===== src/rtl/pc_gen_pkg.sv =====
// Shared types and constants for the program-counter generator.
// Holds the FSM state encoding, the RV32 word type and the alignment masks.
package pc_gen_pkg;

    typedef logic [31:0] rv32_word_t;

    typedef enum logic [1:0] {
        PC_BOOT   = 2'd0,
        PC_RUN    = 2'd1,
        PC_BUBBLE = 2'd2
    } pc_state_t;

    // The low PC bits that must be zero for each instruction alignment.
    localparam logic [1:0] ALIGN_MASK_HALF = 2'b01;
    localparam logic [1:0] ALIGN_MASK_WORD = 2'b11;

    function automatic logic [1:0] align_mask(input int ialign);
        return (ialign == 2) ? ALIGN_MASK_HALF : ALIGN_MASK_WORD;
    endfunction

endpackage


===== src/rtl/pc_gen_redirect_arb.sv =====
// Redirect arbiter: picks one of trap/mret/branch and checks its alignment.
// A trap target is force-aligned, so a trap is never reported as misaligned.
module pc_redirect_arb
    import pc_gen_pkg::*;
#(
    parameter int XLEN   = 32,
    parameter int IALIGN = 4
) (
    input  logic            trap_en,
    input  logic [XLEN-1:0] trap_vector,
    input  logic            mret_en,
    input  logic [XLEN-1:0] mepc,
    input  logic            branch_en,
    input  logic [XLEN-1:0] branch_target,
    output logic            redirect,
    output logic [XLEN-1:0] target,
    output logic            misaligned
);
    localparam logic [1:0] LOW_MASK = align_mask(IALIGN);

    always_comb begin
        redirect   = 1'b0;
        target     = branch_target;
        misaligned = 1'b0;
        if (trap_en) begin
            target      = trap_vector;
            target[1:0] = trap_vector[1:0] & ~LOW_MASK;
            redirect    = 1'b1;
        end else if (mret_en) begin
            target     = mepc;
            misaligned = |(mepc[1:0] & LOW_MASK);
            redirect   = ~misaligned;
        end else if (branch_en) begin
            misaligned = |(branch_target[1:0] & LOW_MASK);
            redirect   = ~misaligned;
        end
    end

endmodule


===== src/rtl/pc_gen.sv =====
// Program-counter generator: boot delay, sequential advance and redirects.
// A redirect costs one bubble cycle; a misaligned one is dropped and flagged.
module pc_gen
    import pc_gen_pkg::*;
#(
    parameter int              XLEN         = 32,
    parameter logic [XLEN-1:0] RESET_VECTOR = 32'h0000_0000,
    parameter int              IALIGN       = 4,
    parameter int              BOOT_DELAY   = 2
) (
    input  logic            clk,
    input  logic            rst,
    input  logic            stall,
    input  logic            fetch_ready,
    input  logic            inc_half,
    input  logic            branch_en,
    input  logic [XLEN-1:0] branch_target,
    input  logic            mret_en,
    input  logic [XLEN-1:0] mepc,
    input  logic            trap_en,
    input  logic [XLEN-1:0] trap_vector,
    output logic [XLEN-1:0] pc,
    output logic            pc_valid,
    output logic            misaligned,
    output logic [XLEN-1:0] misaligned_addr
);
    // With XLEN=32 the pc register is an rv32_word_t.
    pc_state_t       state_q, state_d;
    logic [3:0]      cnt_q, cnt_d;
    logic [XLEN-1:0] pc_q, pc_d;
    logic            mis_q, mis_d;
    logic [XLEN-1:0] maddr_q, maddr_d;
    logic [XLEN-1:0] step;

    logic            arb_redirect;
    logic [XLEN-1:0] arb_target;
    logic            arb_mis;

    pc_redirect_arb #(.XLEN(XLEN), .IALIGN(IALIGN)) u_arb (
        .trap_en       (trap_en),
        .trap_vector   (trap_vector),
        .mret_en       (mret_en),
        .mepc          (mepc),
        .branch_en     (branch_en),
        .branch_target (branch_target),
        .redirect      (arb_redirect),
        .target        (arb_target),
        .misaligned    (arb_mis)
    );

    always_comb begin
        state_d = state_q;
        cnt_d   = cnt_q;
        pc_d    = pc_q;
        mis_d   = 1'b0;
        maddr_d = maddr_q;
        step    = (IALIGN == 2 && inc_half) ? XLEN'(2) : XLEN'(4);
        case (state_q)
            PC_BOOT: begin
                if (cnt_q == 4'd0) state_d = PC_RUN;
                else               cnt_d   = cnt_q - 4'd1;
            end
            PC_RUN, PC_BUBBLE: begin
                if (arb_redirect) begin
                    pc_d    = arb_target;
                    state_d = PC_BUBBLE;
                end else if (arb_mis) begin
                    // Dropped redirect also suppresses this cycle's advance.
                    mis_d   = 1'b1;
                    maddr_d = arb_target;
                end else if (state_q == PC_BUBBLE) begin
                    state_d = PC_RUN;
                end else if (fetch_ready && !stall) begin
                    pc_d = pc_q + step;
                end
            end
            default: state_d = PC_BOOT;
        endcase
    end

    always_ff @(posedge clk or posedge rst) begin
        if (rst) begin
            state_q <= PC_BOOT;
            cnt_q   <= 4'(BOOT_DELAY);
            pc_q    <= RESET_VECTOR;
            mis_q   <= 1'b0;
            maddr_q <= '0;
        end else begin
            state_q <= state_d;
            cnt_q   <= cnt_d;
            pc_q    <= pc_d;
            mis_q   <= mis_d;
            maddr_q <= maddr_d;
        end
    end

    assign pc              = pc_q;
    assign pc_valid        = (state_q == PC_RUN);
    assign misaligned      = mis_q;
    assign misaligned_addr = maddr_q;

endmodule


===== config.mk =====
export PLATFORM = sky130hd
export DESIGN_NAME = pc_gen
export DESIGN_NICKNAME = d
export VERILOG_FILES = /design/src/rtl/pc_gen_pkg.sv /design/src/rtl/pc_gen_redirect_arb.sv /design/src/rtl/pc_gen.sv
export SDC_FILE = /design/constraint.sdc
export NUM_CORES = 1
export LEC_CHECK = 0
export ABC_AREA = 1
export BUFFER_PORTS_ARGS = -buffer_cell sky130_fd_sc_hd__buf_2
export CAP_MARGIN = 5
export CORE_UTILIZATION = 40
export CTS_CLUSTER_SIZE = 12
export DETAILED_ROUTE_END_ITERATION = 6
export PLACE_DENSITY = 0.78
export REMOVE_ABC_BUFFERS = 1
export SLEW_MARGIN = 25
export SYNTH_ARGS = -nofsm -noshare
export SYNTH_HDL_FRONTEND = slang
export SYNTH_HIERARCHICAL = 1
export SYNTH_SLANG_ARGS = --single-unit

===== constraint.sdc =====
create_clock -name clk -period 5.7 [get_ports clk]
set_input_delay 0 -clock clk [delete_from_list [all_inputs] [get_ports clk]]
set_output_delay 0 -clock clk [all_outputs]
set_load 0.1 [all_outputs]

* After elaboration in Yosys (flattened, before gate mapping) *
Cells that the tools add are included.
Widths: inputs -> output; s select.

word-level totals
  register bits = 71
  latch bits = 0
  RAM bits = 0
  memory bits (read-only) = 0
  word-level logic and storage cells = 50
  memories kept = 0

cells by class
  $add $sub $neg = 2
  $mul = 0
  div/mod/pow operators = 0
  $lt $le $gt $ge = 0
  equality and inequality tests = 7
  shift operators = 0
  multiplexer cells = 20
  bitwise operators = 4
  reductions and logical operators = 12

operator list
  operator               count
  $mux 32                6
  $add 32x3->32 const B  1
  $mux 1                 9
  $mux 2                 4
  $ne 2x2->1 const B     3
  $ne 3x3->1 const B     2
  $reduce_and 3->1       2
  $reduce_or 2->1        3
  $logic_not 4->1        1
  $not 1->1              4
  $pmux 2 s2             1
  $reduce_and 4->1       1
  $sub 4x1->4 const B    1
  $eq 2x1->1 const B     1
  $eq 2x2->1 const B     1
  $logic_not 2->1        1
  $reduce_and 2->1       1
  $reduce_bool 2->1      1
  $logic_and 1x1->1      1
  $logic_not 1->1        1

* Logic depth before layout (Yosys ltp) *
  depth after elaboration = 7
  depth in mapped cells = 13
  depth with buffers taken out = 12

* Cells and area by module *
Netlist, hierarchy kept.

by module, submodules not included
  module           times used  cells each  area an instance (um^2)  seq. area each (um^2)
  pc_gen           1           565         4050.1                   1778.0
  pc_redirect_arb  1           152         747.0                    0.0

* Worst setup path after synthesis *
OpenSTA, ideal clock, no wires.

  path type = register to register
  start point = register pc_q[3], in the netlist pc[3]
  end point = register pc_q[26], in the netlist pc[26]
  data arrival time = 2116 ps
  setup slack = 3464 ps
  stages on the path, launching flop included = 11
  path buffers = 0
  period minus slack after synthesis = 2236 ps
  path through = dfrtp_1 ha_1 nand2_2 nor2_8 nand2_8 nor2_8 nand2_1 nand2_1 nand3_1 nand2_1 nand2_1

on the way
  longest elaborated chain between the ends = 5

RTL lines
  what                      line          RTL
  start: declaration        pc_gen.sv:30  logic [XLEN-1:0] pc_q, pc_d;
  start signal: assignment  pc_gen.sv:91  pc_q <= pc_d;
  $add 32x3->32             pc_gen.sv:74  pc_d = pc_q + step;
  $mux 32                   pc_gen.sv:73  end else if (fetch_ready && !stall) begin
  $mux 32                   pc_gen.sv:71  end else if (state_q == PC_BUBBLE) begin
  $mux 32                   pc_gen.sv:67  end else if (arb_mis) begin
  $mux 32                   pc_gen.sv:64  if (arb_redirect) begin

No other way between the ends. The select of a mux whose other input is x is not followed.
A chain may end at the register's enable or synchronous reset.

* Worst setup path in the final report *
  start point = input port mret_en
  end point = register pc_q[15], in the netlist pc[15]

on the way
  longest elaborated chain between the ends = 4
  elaborated cells between the ends (all ways) = 11
  those cells by class = 2 x eq/ne; 7 x mux; 2 x reduce/logical

RTL lines
  what                                                              line                       RTL
  start: declaration                                                pc_gen.sv:18               input logic mret_en,
  $mux 1 *                                                          pc_gen_redirect_arb.sv:29  end else if (mret_en) begin
  $mux 1 *                                                          pc_gen_redirect_arb.sv:25  if (trap_en) begin
  net arb_redirect                                                  pc_gen.sv:35               logic arb_redirect;
  $ne 2x2->1 (no line) / $reduce_bool 2->1 (equally long branches)  -
  $reduce_and 4->1 (no line)                                        -

The timed path passes the listed nets; every way through them passes the cells marked *.

==> report_table.html <==
<table>
<tr><th>Metric</th><th>Value</th></tr>
<tr><th colspan="2">Synthesis</th></tr>
<tr><td>Cell area after technology mapping</td><td>4800 µm²</td></tr>
<tr><td>Area share of the largest cell type after synthesis</td><td>0.365</td></tr>
<tr><td>Distinct cells, synth</td><td>37</td></tr>
<tr><td>Part of the Yosys area used for sequential elements</td><td>0.371</td></tr>
<tr><td>Number of enable-type register cells in the synthesized netlist</td><td>0</td></tr>
<tr><td>Syn avg cell area</td><td>6.69 µm²</td></tr>
<tr><td>Biggest area contributors in the synthesized netlist</td><td>sky130_fd_sc_hd__dfrtp_1 37%, sky130_fd_sc_hd__nand2_1 19%, sky130_fd_sc_hd__a21oi_1 9.0%</td></tr>
<tr><td>Synth async-reset ratio</td><td>1.00</td></tr>
<tr><td>Library cell with the highest instance count after synthesis</td><td>sky130_fd_sc_hd__nand2_1</td></tr>
<tr><td>Cell type contributing the most total cell area after synthesis</td><td>sky130_fd_sc_hd__dfrtp_1</td></tr>
<tr><td>Top_reg_cell synth</td><td>sky130_fd_sc_hd__dfrtp_1</td></tr>
<tr><td>Flop and latch count out of synthesis</td><td>71</td></tr>
<tr><td>Yosys synthesis warning count</td><td>6</td></tr>
<tr><td>Synthesized netlist cell count</td><td>717</td></tr>
<tr><td>Leading post-synthesis cells by instance count</td><td>248 x sky130_fd_sc_hd__nand2_1, 86 x sky130_fd_sc_hd__a21oi_1, 77 x sky130_fd_sc_hd__nor2_1, 70 x sky130_fd_sc_hd__dfrtp_1, 60 x sky130_fd_sc_hd__inv_1</td></tr>
<tr><th colspan="2">Setup path</th></tr>
<tr><td>Worst Reg-to-Reg Cells</td><td>8</td></tr>
<tr><td>Required arrival time at the worst endpoint</td><td>5930 ps</td></tr>
<tr><td>RR Startpoint</td><td>state_q[1]</td></tr>
<tr><td>Critical Path AT</td><td>3380 ps</td></tr>
<tr><td>CP endpoint kind</td><td>flip-flop</td></tr>
<tr><td>Crit start category</td><td>input pin</td></tr>
<tr><td>Classification of the worst setup path</td><td>in -&gt; reg</td></tr>
<tr><td>FF-to-FF End</td><td>pc[15]</td></tr>
<tr><td>Flop2flop setup slack</td><td>3380 ps</td></tr>
<tr><td>Crit-path max FO</td><td>45</td></tr>
<tr><th colspan="2">STA</th></tr>
<tr><td>Max Transition Viols Final</td><td>0</td></tr>
<tr><td>Final hold violation count</td><td>0</td></tr>
<tr><td>Unrepaired setup endpoints after global routing</td><td>false</td></tr>
<tr><td>Share of the clock period used by the worst path</td><td>0.553</td></tr>
<tr><td>Worst path setup slack after routing</td><td>2550 ps</td></tr>
<tr><td>Relative slew slack</td><td>0.331</td></tr>
<tr><td>Post-route clock skew</td><td>7.82 ps</td></tr>
<tr><td>Min Clock Period, post-route</td><td>3150 ps</td></tr>
<tr><td>Worst Max-Slew Pin Slew</td><td>1000 ps</td></tr>
<tr><td>Sum of negative setup slack</td><td>0 ps</td></tr>
<tr><td>Count of final setup violators</td><td>0</td></tr>
<tr><td>Maximum clock frequency</td><td>317 MHz</td></tr>
<tr><th colspan="2">Clock network</th></tr>
<tr><td>Number of levels the H-tree was split into</td><td>3</td></tr>
<tr><td>Post-CTS Setup Inserts</td><td>0</td></tr>
<tr><td>Hold-fix buffers at CTS</td><td>1</td></tr>
<tr><td>Inserted Clock Buffers</td><td>9</td></tr>
<tr><td>Clock slew at the register clock pins of the worst setup and hold paths</td><td>60 ps</td></tr>
<tr><td>Clock sink count</td><td>71</td></tr>
<tr><td>Count of instances resized after the clock tree is built</td><td>0</td></tr>
<tr><td>Root cell of the clock tree</td><td>sky130_fd_sc_hd__clkbuf_16</td></tr>
<tr><td>Number of buffers on the longest clock path</td><td>2</td></tr>
<tr><td>Latest clock arrival within the worst-skew pair</td><td>340 ps</td></tr>
<tr><td>TritonCTS clock tree</td><td>done</td></tr>
<tr><th colspan="2">Worst hold path</th></tr>
<tr><td>Hold Path Cell Cnt</td><td>5</td></tr>
<tr><td>HP Class</td><td>in -&gt; reg</td></tr>
<tr><td>Hold path endpoint</td><td>misaligned_addr[5]</td></tr>
<tr><td>Beginning of the worst hold path</td><td>branch_target[5]</td></tr>
<tr><th colspan="2">Global routing</th></tr>
<tr><td>Global-route wire length before repair</td><td>22.7 mm</td></tr>
<tr><td>Via count of the first global-routing pass</td><td>4697</td></tr>
<tr><td>Antenna violations before repair</td><td>0</td></tr>
<tr><td>Tot GR Track Use</td><td>0.227</td></tr>
<tr><td>Maximum number of pins on one net before global-route repair</td><td>72</td></tr>
<tr><td>Total congestion overflow</td><td>0</td></tr>
<tr><th colspan="2">Detailed routing</th></tr>
<tr><td>DRC violation total after the first TritonRoute iteration</td><td>254</td></tr>
<tr><td>Via-per-instance ratio</td><td>4.91</td></tr>
<tr><td>Residual DRC</td><td>8</td></tr>
<tr><td>Remaining antenna violation count</td><td>0</td></tr>
<tr><td>Final Routed Wirelength</td><td>13.4 mm</td></tr>
<tr><td>Wire length per cell after detailed routing</td><td>13.3 µm</td></tr>
<tr><td>DRT Pass-1 Iters</td><td>7</td></tr>
<tr><td>Vias after detailed routing</td><td>4972</td></tr>
<tr><th colspan="2">Finish</th></tr>
<tr><td>Register area</td><td>1780 µm²</td></tr>
<tr><td>Share of the core filled with cells in the final layout</td><td>0.513</td></tr>
<tr><td>Number of fill cells in the layout</td><td>1197</td></tr>
<tr><td>Fraction of layout cells with a size suffix above 1</td><td>0.258</td></tr>
<tr><td>Area Overhead vs Synth</td><td>23.8%</td></tr>
<tr><td>Area taken by multi-input logic gates</td><td>2560 µm²</td></tr>
<tr><td>Post-route insts no fill</td><td>1012</td></tr>
<tr><td>Nets@finish</td><td>975</td></tr>
<tr><td>Antenna cells</td><td>0</td></tr>
<tr><th colspan="2">Floorplanning</th></tr>
<tr><td>Count of standard-cell rows</td><td>39</td></tr>
<tr><td>Effective utilization at floorplan</td><td>0.415</td></tr>
<tr><td>Area enclosed by the die boundary</td><td>12400 µm²</td></tr>
<tr><td>Core region area</td><td>11600 µm²</td></tr>
<tr><td>I/O pins</td><td>170</td></tr>
<tr><td>Width of the die</td><td>112 µm</td></tr>
<tr><td>Floorplan die height</td><td>112 µm</td></tr>
<tr><th colspan="2">Flow run</th></tr>
<tr><td>Count of maximum capacitance violations</td><td>0</td></tr>
<tr><th colspan="2">Place</th></tr>
<tr><td>Placed Cells incl. Taps</td><td>996</td></tr>
<tr><td>Post-detail-place hpwl</td><td>9.44 mm</td></tr>
<tr><td>Worst setup slack before clock tree synthesis</td><td>2140 ps</td></tr>
<tr><td>Routability congestion estimate</td><td>0.856</td></tr>
<tr><td>PortBufs</td><td>166</td></tr>
<tr><th colspan="2">Run status</th></tr>
<tr><td>Failing checks</td><td>DRC</td></tr>
<tr><td>Status</td><td>finished, violations left</td></tr>
</table>
-- cell usage in the layout, fill, tap and decap left out, types with 7 or more instances in the layout --
master / synthesis / layout
sky130_fd_sc_hd__nand2_1: 248 / 247
sky130_fd_sc_hd__buf_2: 15 / 166
sky130_fd_sc_hd__a21oi_1: 86 / 86
sky130_fd_sc_hd__nor2_1: 77 / 77
sky130_fd_sc_hd__dfrtp_1: 70 / 70
sky130_fd_sc_hd__inv_1: 60 / 59
sky130_fd_sc_hd__o21ai_1: 38 / 38
sky130_fd_sc_hd__nand3_1: 32 / 31
sky130_fd_sc_hd__o21ai_0: 11 / 11
sky130_fd_sc_hd__inv_2: 9 / 9
sky130_fd_sc_hd__clkbuf_16: 0 / 9
sky130_fd_sc_hd__nor2_4: 7 / 7
-- cell type report --
| class | count | share of cell area |
|---|---|---|
| Sequential cell | 71 | 0.299 |
| Clock buffer | 9 | 0.0379 |
| Inverter | 72 | 0.0466 |
| Clock inverter | 6 | 0.0105 |
| Multi-Input combinational cell | 542 | 0.431 |
| Tap cell | 143 | 0.0301 |
| Timing Repair Buffer | 169 | 0.145 |
-- kinds of logic (layout without fill, tap and decap cells) --
kind of cell	count (synthesis)	in the layout	share of synthesized area
simple gates	384	384	0.345
compound gates	149	149	0.164
buf+inv	104	256	0.0989
flops	71	71	0.371
fa+ha+maj	6	6	0.0156
xor+xnor	3	3	0.00548
-- how the worst max path moves through the flow --
stage | from | end | slack (ps) | cells past startpoint
final | mret_en | pc[15] | 2550 | 10
after global routing | mret_en | pc[15] | 2150 | 10
after CTS | mret_en | misaligned_addr[16] | 2480 | 9
after detailed placement | mret_en | misaligned_addr[5] | 2140 | 9
after global placement | mret_en | misaligned_addr[6] | 2230 | 9
after floorplan | trap_en | misaligned_addr[13] | 2830 | 7
-- critical path, cell delays in order --
cell,delay [ps]
sky130_fd_sc_hd__buf_2,610
sky130_fd_sc_hd__nor2_1,190
sky130_fd_sc_hd__nand3_1,130
sky130_fd_sc_hd__nand3_2,750
sky130_fd_sc_hd__nand2_2,420
sky130_fd_sc_hd__nand2_2,350
sky130_fd_sc_hd__inv_2,590
sky130_fd_sc_hd__nor2_1,110
sky130_fd_sc_hd__o21ai_1,140
sky130_fd_sc_hd__inv_1,50
-- through the flow --
step | hold WS (ps) | cell area (µm²)
after global routing | 49.5 | 5940
after CTS | 22.3 | 5930
after global placement | 346 | 5630
after floorplan | 246 | 4600
after detailed placement | 347 | 5630
final | 27.7 | 5940
-- sequential cells by signal, indices dropped and copies added (netlist names) --
register and flops:
cnt_q 4, misaligned 1, pc 32, misaligned_addr 32, state_q 2
-- per-layer routing --
metal | vias up | track usage | share of wire
met5 | - | 0 | 0
met4 | 0 | 0.0414 | 0.0084
met3 | 9 | 0.0452 | 0.054
met2 | 149 | 0.394 | 0.48
met1 | 2254 | 0.294 | 0.46
li1 | 2560 | - | -
Power is not shown: default switching activity piles up to over one toggle a cycle in this logic, so the estimate is an artifact.
